`config.mk`:
```
export PLATFORM = sky130hd
export DESIGN_NAME = gpr_writeback_arbiter
export DESIGN_NICKNAME = d
export VERILOG_FILES = /design/src/rtl/core_pkg.sv /design/src/rtl/rr_arbiter.sv /design/src/rtl/gpr_writeback_arbiter.sv
export SDC_FILE = /design/constraint.sdc
export NUM_CORES = 1
export LEC_CHECK = 0
export CORE_MARGIN = 10
export CORE_UTILIZATION = 35
export CTS_CLUSTER_DIAMETER = 100
export DETAILED_ROUTE_END_ITERATION = 8
export GPL_ROUTABILITY_DRIVEN = 0
export PLACE_DENSITY = 0.74
export SLEW_MARGIN = 20
export SYNTH_ARGS = -nofsm -noshare
export SYNTH_HDL_FRONTEND = slang
export SYNTH_SLANG_ARGS = --single-unit
```
`constraint.sdc`:
```
create_clock -name i_clk -period 2.34 [get_ports i_clk]
set_input_delay 0.468 -clock i_clk [delete_from_list [all_inputs] [get_ports i_clk]]
set_output_delay 0.468 -clock i_clk [all_outputs]
set_load 0.01 [all_outputs]
```
`src/rtl/core_pkg.sv`:
```
// Shared core types and widths for the writeback path and other port sharers.
package core_pkg;

  localparam int unsigned XLEN    = 32;
  localparam int unsigned L2_NREG = 5;
  localparam int unsigned NREG    = 1 << L2_NREG;

  typedef struct packed {
    logic               valid;
    logic [L2_NREG-1:0] sel;
    logic [XLEN-1:0]    data;
  } wb_req_t;

  // Pointer width for an n-way arbiter; a 1-way arbiter still needs one bit.
  function automatic int unsigned ptr_width(input int unsigned n);
    return (n > 1) ? $clog2(n) : 1;
  endfunction

endpackage

```
`src/rtl/rr_arbiter.sv`:
```
// N-way round-robin arbiter: grant is combinational from requests and the
// priority pointer; the pointer moves just past the winner on every grant.
module rr_arbiter
  import core_pkg::*;
#(
  parameter int unsigned N = 3
) (
  input  logic         i_clk,
  input  logic         i_rst,
  input  logic [N-1:0] i_req,
  output logic [N-1:0] o_grant
);

  localparam int unsigned PW = ptr_width(N);

  logic [PW-1:0] prio;
  logic [PW-1:0] gnt_idx;
  logic [PW:0]   idx;
  logic          found;

  // Scan from prio upward, wrapping modulo N; first requester seen wins.
  always_comb begin
    o_grant = '0;
    found   = 1'b0;
    gnt_idx = '0;
    idx     = '0;
    if (!i_rst) begin
      for (int unsigned i = 0; i < N; i++) begin
        idx = {1'b0, prio} + (PW+1)'(i);
        if (idx >= (PW+1)'(N)) begin
          idx = idx - (PW+1)'(N);
        end
        if (!found && i_req[idx[PW-1:0]]) begin
          found   = 1'b1;
          gnt_idx = idx[PW-1:0];
        end
      end
      if (found) begin
        o_grant[gnt_idx] = 1'b1;
      end
    end
  end

  always_ff @(posedge i_clk) begin
    if (i_rst) begin
      prio <= '0;
    end else if (found) begin
      prio <= (gnt_idx == PW'(N - 1)) ? '0 : gnt_idx + PW'(1);
    end
  end

  grant_onehot0 : assert property (@(posedge i_clk) $onehot0(o_grant));
  grant_valid   : assert property (@(posedge i_clk) (o_grant & ~i_req) == '0);

endmodule

```
`src/rtl/gpr_writeback_arbiter.sv`:
```
// Shares the GPR write port among writeback requesters (round-robin) and keeps
// a pending-write scoreboard for RAW stalls in the issue stage.
module gpr_writeback_arbiter
  import core_pkg::*;
#(
  parameter int unsigned N_REQ   = 3,
  parameter int unsigned XLEN    = core_pkg::XLEN,
  parameter int unsigned L2_NREG = core_pkg::L2_NREG
) (
  input  logic                              i_clk,
  input  logic                              i_rst,
  input  logic [N_REQ-1:0]                  i_req_valid,
  input  logic [N_REQ-1:0][L2_NREG-1:0]     i_req_sel,
  input  logic [N_REQ-1:0][XLEN-1:0]        i_req_data,
  output logic [N_REQ-1:0]                  o_req_ready,
  output logic                              o_load_gpr,
  output logic [L2_NREG-1:0]                o_load_gpr_sel,
  output logic [XLEN-1:0]                   o_load_gpr_data,
  input  logic                              i_reserve,
  input  logic [L2_NREG-1:0]                i_reserve_sel,
  output logic [(1 << L2_NREG)-1:0]         o_busy
);

  localparam int unsigned NR = 1 << L2_NREG;

  wb_req_t             reqs [N_REQ];
  logic [N_REQ-1:0]    req_valid;
  logic [N_REQ-1:0]    grant;
  logic                hs;
  logic [L2_NREG-1:0]  win_sel;
  logic [XLEN-1:0]     win_data;
  logic [NR-1:0]       busy_nxt;

  // Bundle the flat requester ports into request records.
  always_comb begin
    for (int unsigned k = 0; k < N_REQ; k++) begin
      reqs[k].valid = i_req_valid[k];
      reqs[k].sel   = core_pkg::L2_NREG'(i_req_sel[k]);
      reqs[k].data  = core_pkg::XLEN'(i_req_data[k]);
      req_valid[k]  = reqs[k].valid;
    end
  end

  rr_arbiter #(
    .N (N_REQ)
  ) u_arb (
    .i_clk   (i_clk),
    .i_rst   (i_rst),
    .i_req   (req_valid),
    .o_grant (grant)
  );

  assign o_req_ready = grant;
  assign hs          = |grant;

  // Grant is one-hot, so an OR-reduction selects the winner's payload.
  always_comb begin
    win_sel  = '0;
    win_data = '0;
    for (int unsigned k = 0; k < N_REQ; k++) begin
      if (grant[k]) begin
        win_sel  = win_sel  | L2_NREG'(reqs[k].sel);
        win_data = win_data | XLEN'(reqs[k].data);
      end
    end
  end

  // Write port register; r0 writes complete the handshake but never strobe.
  always_ff @(posedge i_clk) begin
    if (i_rst) begin
      o_load_gpr      <= 1'b0;
      o_load_gpr_sel  <= '0;
      o_load_gpr_data <= '0;
    end else begin
      o_load_gpr <= hs && (win_sel != '0);
      if (hs) begin
        o_load_gpr_sel  <= win_sel;
        o_load_gpr_data <= win_data;
      end
    end
  end

  // Commit clears first, then a reservation sets, so set wins on a collision.
  always_comb begin
    busy_nxt = o_busy;
    if (o_load_gpr) begin
      busy_nxt[o_load_gpr_sel] = 1'b0;
    end
    if (i_reserve && (i_reserve_sel != '0)) begin
      busy_nxt[i_reserve_sel] = 1'b1;
    end
    busy_nxt[0] = 1'b0;
  end

  always_ff @(posedge i_clk) begin
    if (i_rst) begin
      o_busy <= '0;
    end else begin
      o_busy <= busy_nxt;
    end
  end

endmodule

```
==> flow_metrics.py <==
metrics = {
    "power_and_ir_drop": {
        "cell_internal_pwr_mw": 4.01,
        "max-vdd-ir-drop_mv": 0.498,
        "p_clk_share_pct": 15.3,
        "switching_share_pct": 37.1,
        "power_leakage_nw": 2.31,
        "seq_power_share_pct": 26.6,
        "powerDensity_nw_per_um2": 1020,
        "p_sw_mw": 2.36,
        "pwr-share-comb_pct": 58.1,
        "power_mw": 6.37,
    },
    "floorplanning": {
        "core_area_um2": 9730,
        "die_w_um": 120,
        "rows": 36,
        "start_util_pct": 35.6,
        "dieArea_um2": 14300,
        "ios": 195,
        "fp.dieH_um": 120,
    },
    "synth": {
        "synthDistinctLibCells": 40,
        "synth.net_count": 513,
        "ys_seq_area_share_pct": 41.0,
        "synth_edf_count": 0,
        "synth_area_per_cell_um2": 8.96,
        "synth-seq-cells": 71,
        "synth_most_common_cell": "dfxtp_1",
        "ys_async_sr_fraction_pct": 0,
        "yosys.area.top_type": "dfxtp_1",
        "synth.area.top_cells": "dfxtp_1, mux2_2, a222oi_1, a21oi_1, o21ai_0",
        "ys.flop_type": "dfxtp_1",
        "syn_inst": 387,
        "netlist.area_leader.share_pct": 41.0,
        "synth_common_cells": "dfxtp_1, nand2_1, nor2_1, a21oi_1",
        "synth.yosys.warnings": 0,
        "syn_area_um2": 3470,
    },
    "critical_path": {
        "rrSetupSlack_ns": -0.29,
        "path_max_fanout": 5,
        "cp-start-kind": "input port",
        "worstReg2RegEnd": "o_load_gpr_data[10]",
        "cp.arrival_ns": 2.88,
        "critPathLaunch": "i_req_valid[2]",
        "worstSetupEndpoint": "o_load_gpr_data[10]",
        "cp-end-kind": "flip-flop",
        "critPathRequiredTime_ns": 2.55,
        "reg2reg_from": "u_arb.prio[1]",
        "path_class": "in2reg",
        "r2r_cells": 12,
    },
    "sta": {
        "whs_ns": 0.480,
        "hold_viol_final": 0,
        "fin_skew_ns": 0.0158,
        "rsz0062_at_grt": "yes",
        "fmax_mhz": 374,
        "tightest_slew_ns": 0.609,
        "layout_setup_ws_ns": -0.335,
        "fin_crit_ns": 2.67,
        "slew_headroom_pct": 59.4,
        "slew_violations": 0,
        "fin_crit_sh_pct": 114,
        "setup_viol": 41,
    },
    "placement": {
        "post_dp_cell_area_um2": 5680,
        "dpl_worst_slack_ns": -0.742,
        "hpwl_um": 10800,
        "port_buffers": 193,
    },
    "grt": {
        "grt_pass1_vias": 4255,
        "antenna_found_initial": 0,
        "grt_usage_pct": 19.7,
        "gr-total-overflow": 0,
        "grt_pass1_wl_um": 22800,
        "grt_start_max_net_pins": 59,
    },
    "clock_network": {
        "clock_latency_ns": 0.34,
        "cts_buffer_depth": 2,
        "cts_sinks": 71,
        "htreeDepth": 3,
        "clk_pin_slew_ns": 0.08,
        "tritoncts": "built",
        "hold_buffers": 0,
        "cts_root_buf": "clkbuf_8",
        "numCtsBuffers": 9,
    },
    "min_path": {
        "hold_class": "reg2reg",
    },
    "detailed_routing": {
        "post_drt_wl_per_cell_um": 20.4,
        "via_per_inst": 5.39,
        "wl_met1_um": 5610,
        "wl_met3_um": 1170,
        "drtIter0Drc": 304,
        "vias": 4023,
        "drc": 0,
        "firstDrtPassIters": 5,
        "wl_met2_um": 8010,
        "wl_um": 15200,
        "final_antenna_net_count": 0,
        "routed.top_layer": "met4",
    },
    "status": {
        "failed_checks": "negative setup slack",
        "status": "finished, violations left",
    },
    "final_layout": {
        "design_area_um2": 6260,
        "multi_input_area_um2": 2030,
        "drive_gt1_share_pct": 21.4,
        "diodes": 0,
        "fillCellCount": 825,
        "fin_nets": 735,
        "syn2layout_area_growth_pct": 80.6,
        "seqCellArea_um2": 1430,
    },
    "run": {
        "maxCapViolCount": 0,
    },
}
## state kept, by name, indices dropped and copies added, names as in the netlist
signal,cells
o_load_gpr_data,32
o_load_gpr,1
o_busy,31
u_arb.prio,2
o_load_gpr_sel,5
## placed cells by master (no fill, tap or decap), drive strengths merged, types with 4 or more instances in the layout
cell type / count
dfxtp: 71
nand3b: 6
inv: 5
a21oi: 37
a22oi: 4
a222oi: 32
nor2: 42
mux2: 36
nor3b: 5
o21ai: 36
nand2: 42
nor2b: 5
buf: 50
ha: 4
clkdlybuf4s50: 188
clkbuf: 12
## timing repair
item / 4_1_cts / 5_1_grt
setup endpoints to repair: 41 / 41
gates cloned: 3 / 1
resized for setup: 50 / 13
pin swaps: 49 / 10
setup buffers: 11 / 5
## power groups by stage
stage	registers [mW]	logic [mW]	clock network [mW]
finish	1.69	3.70	0.977
global route	1.72	3.94	1.04
CTS	1.68	3.53	1.00
detailed placement	1.70	3.13	0
global placement	1.69	3.08	0
floorplan	1.78	1.64	0
## cell type report
class / instances / area share, %
clock buffer: 10 / 2.20
clock inverter: 5 / 0.899
inverter: 4 / 0.240
multi-input combinational: 281 / 32.4
sequential: 71 / 22.8
tap: 133 / 2.66
timing repair buffer: 242 / 38.8
## layer usage
metal | vias up | GRT usage [%]
li1 | 1881 | -
met4 | 0 | 7.62
met2 | 185 | 37.1
met1 | 1924 | 20.2
met5 | - | 0
met3 | 33 | 5.39
## per-stage QoR
stage	setup TNS, ns	util [%]	cells
floorplan	0	-	387
global placement	-18.54	58.4	713
detailed placement	-19.99	58.4	713
CTS	-4.64	63.3	741
global route	-15.29	64.4	746
finish	-10.59	64.4	746
## worst min-delay path by stage
stage	start	endpoint	cells after the start
detailed placement	o_busy[31]	o_busy[31]	2
global placement	o_busy[2]	o_busy[2]	2
CTS	o_busy[31]	o_busy[31]	2
floorplan	u_arb.prio[0]	u_arb.prio[0]	2
finish	o_busy[31]	o_busy[31]	2
global route	o_busy[22]	o_busy[22]	2
## cells by family (layout without fill, tap and decap cells)
logic type / after synthesis / count (layout) / share of synthesized area, %
buf+inv: 35 / 261 / 5.52
flops: 71 / 71 / 41.0
compound gates: 119 / 119 / 23.5
other cells: 1 / 1 / 0.108
simple gates: 118 / 118 / 15.9
fa+ha+maj: 4 / 4 / 1.44
mux: 39 / 39 / 12.6
## critical path: stages
cell,delay [ns]
clkdlybuf4s50_1,0.52
nor2b_2,0.22
o21ai_2,0.11
a221oi_4,0.33
buf_6,0.16
buf_8,0.12
buf_4,0.12
buf_12,0.12
mux2_4,0.30
a222oi_1,0.33
nor2_1,0.09
Power figures use the tool's default switching activity.
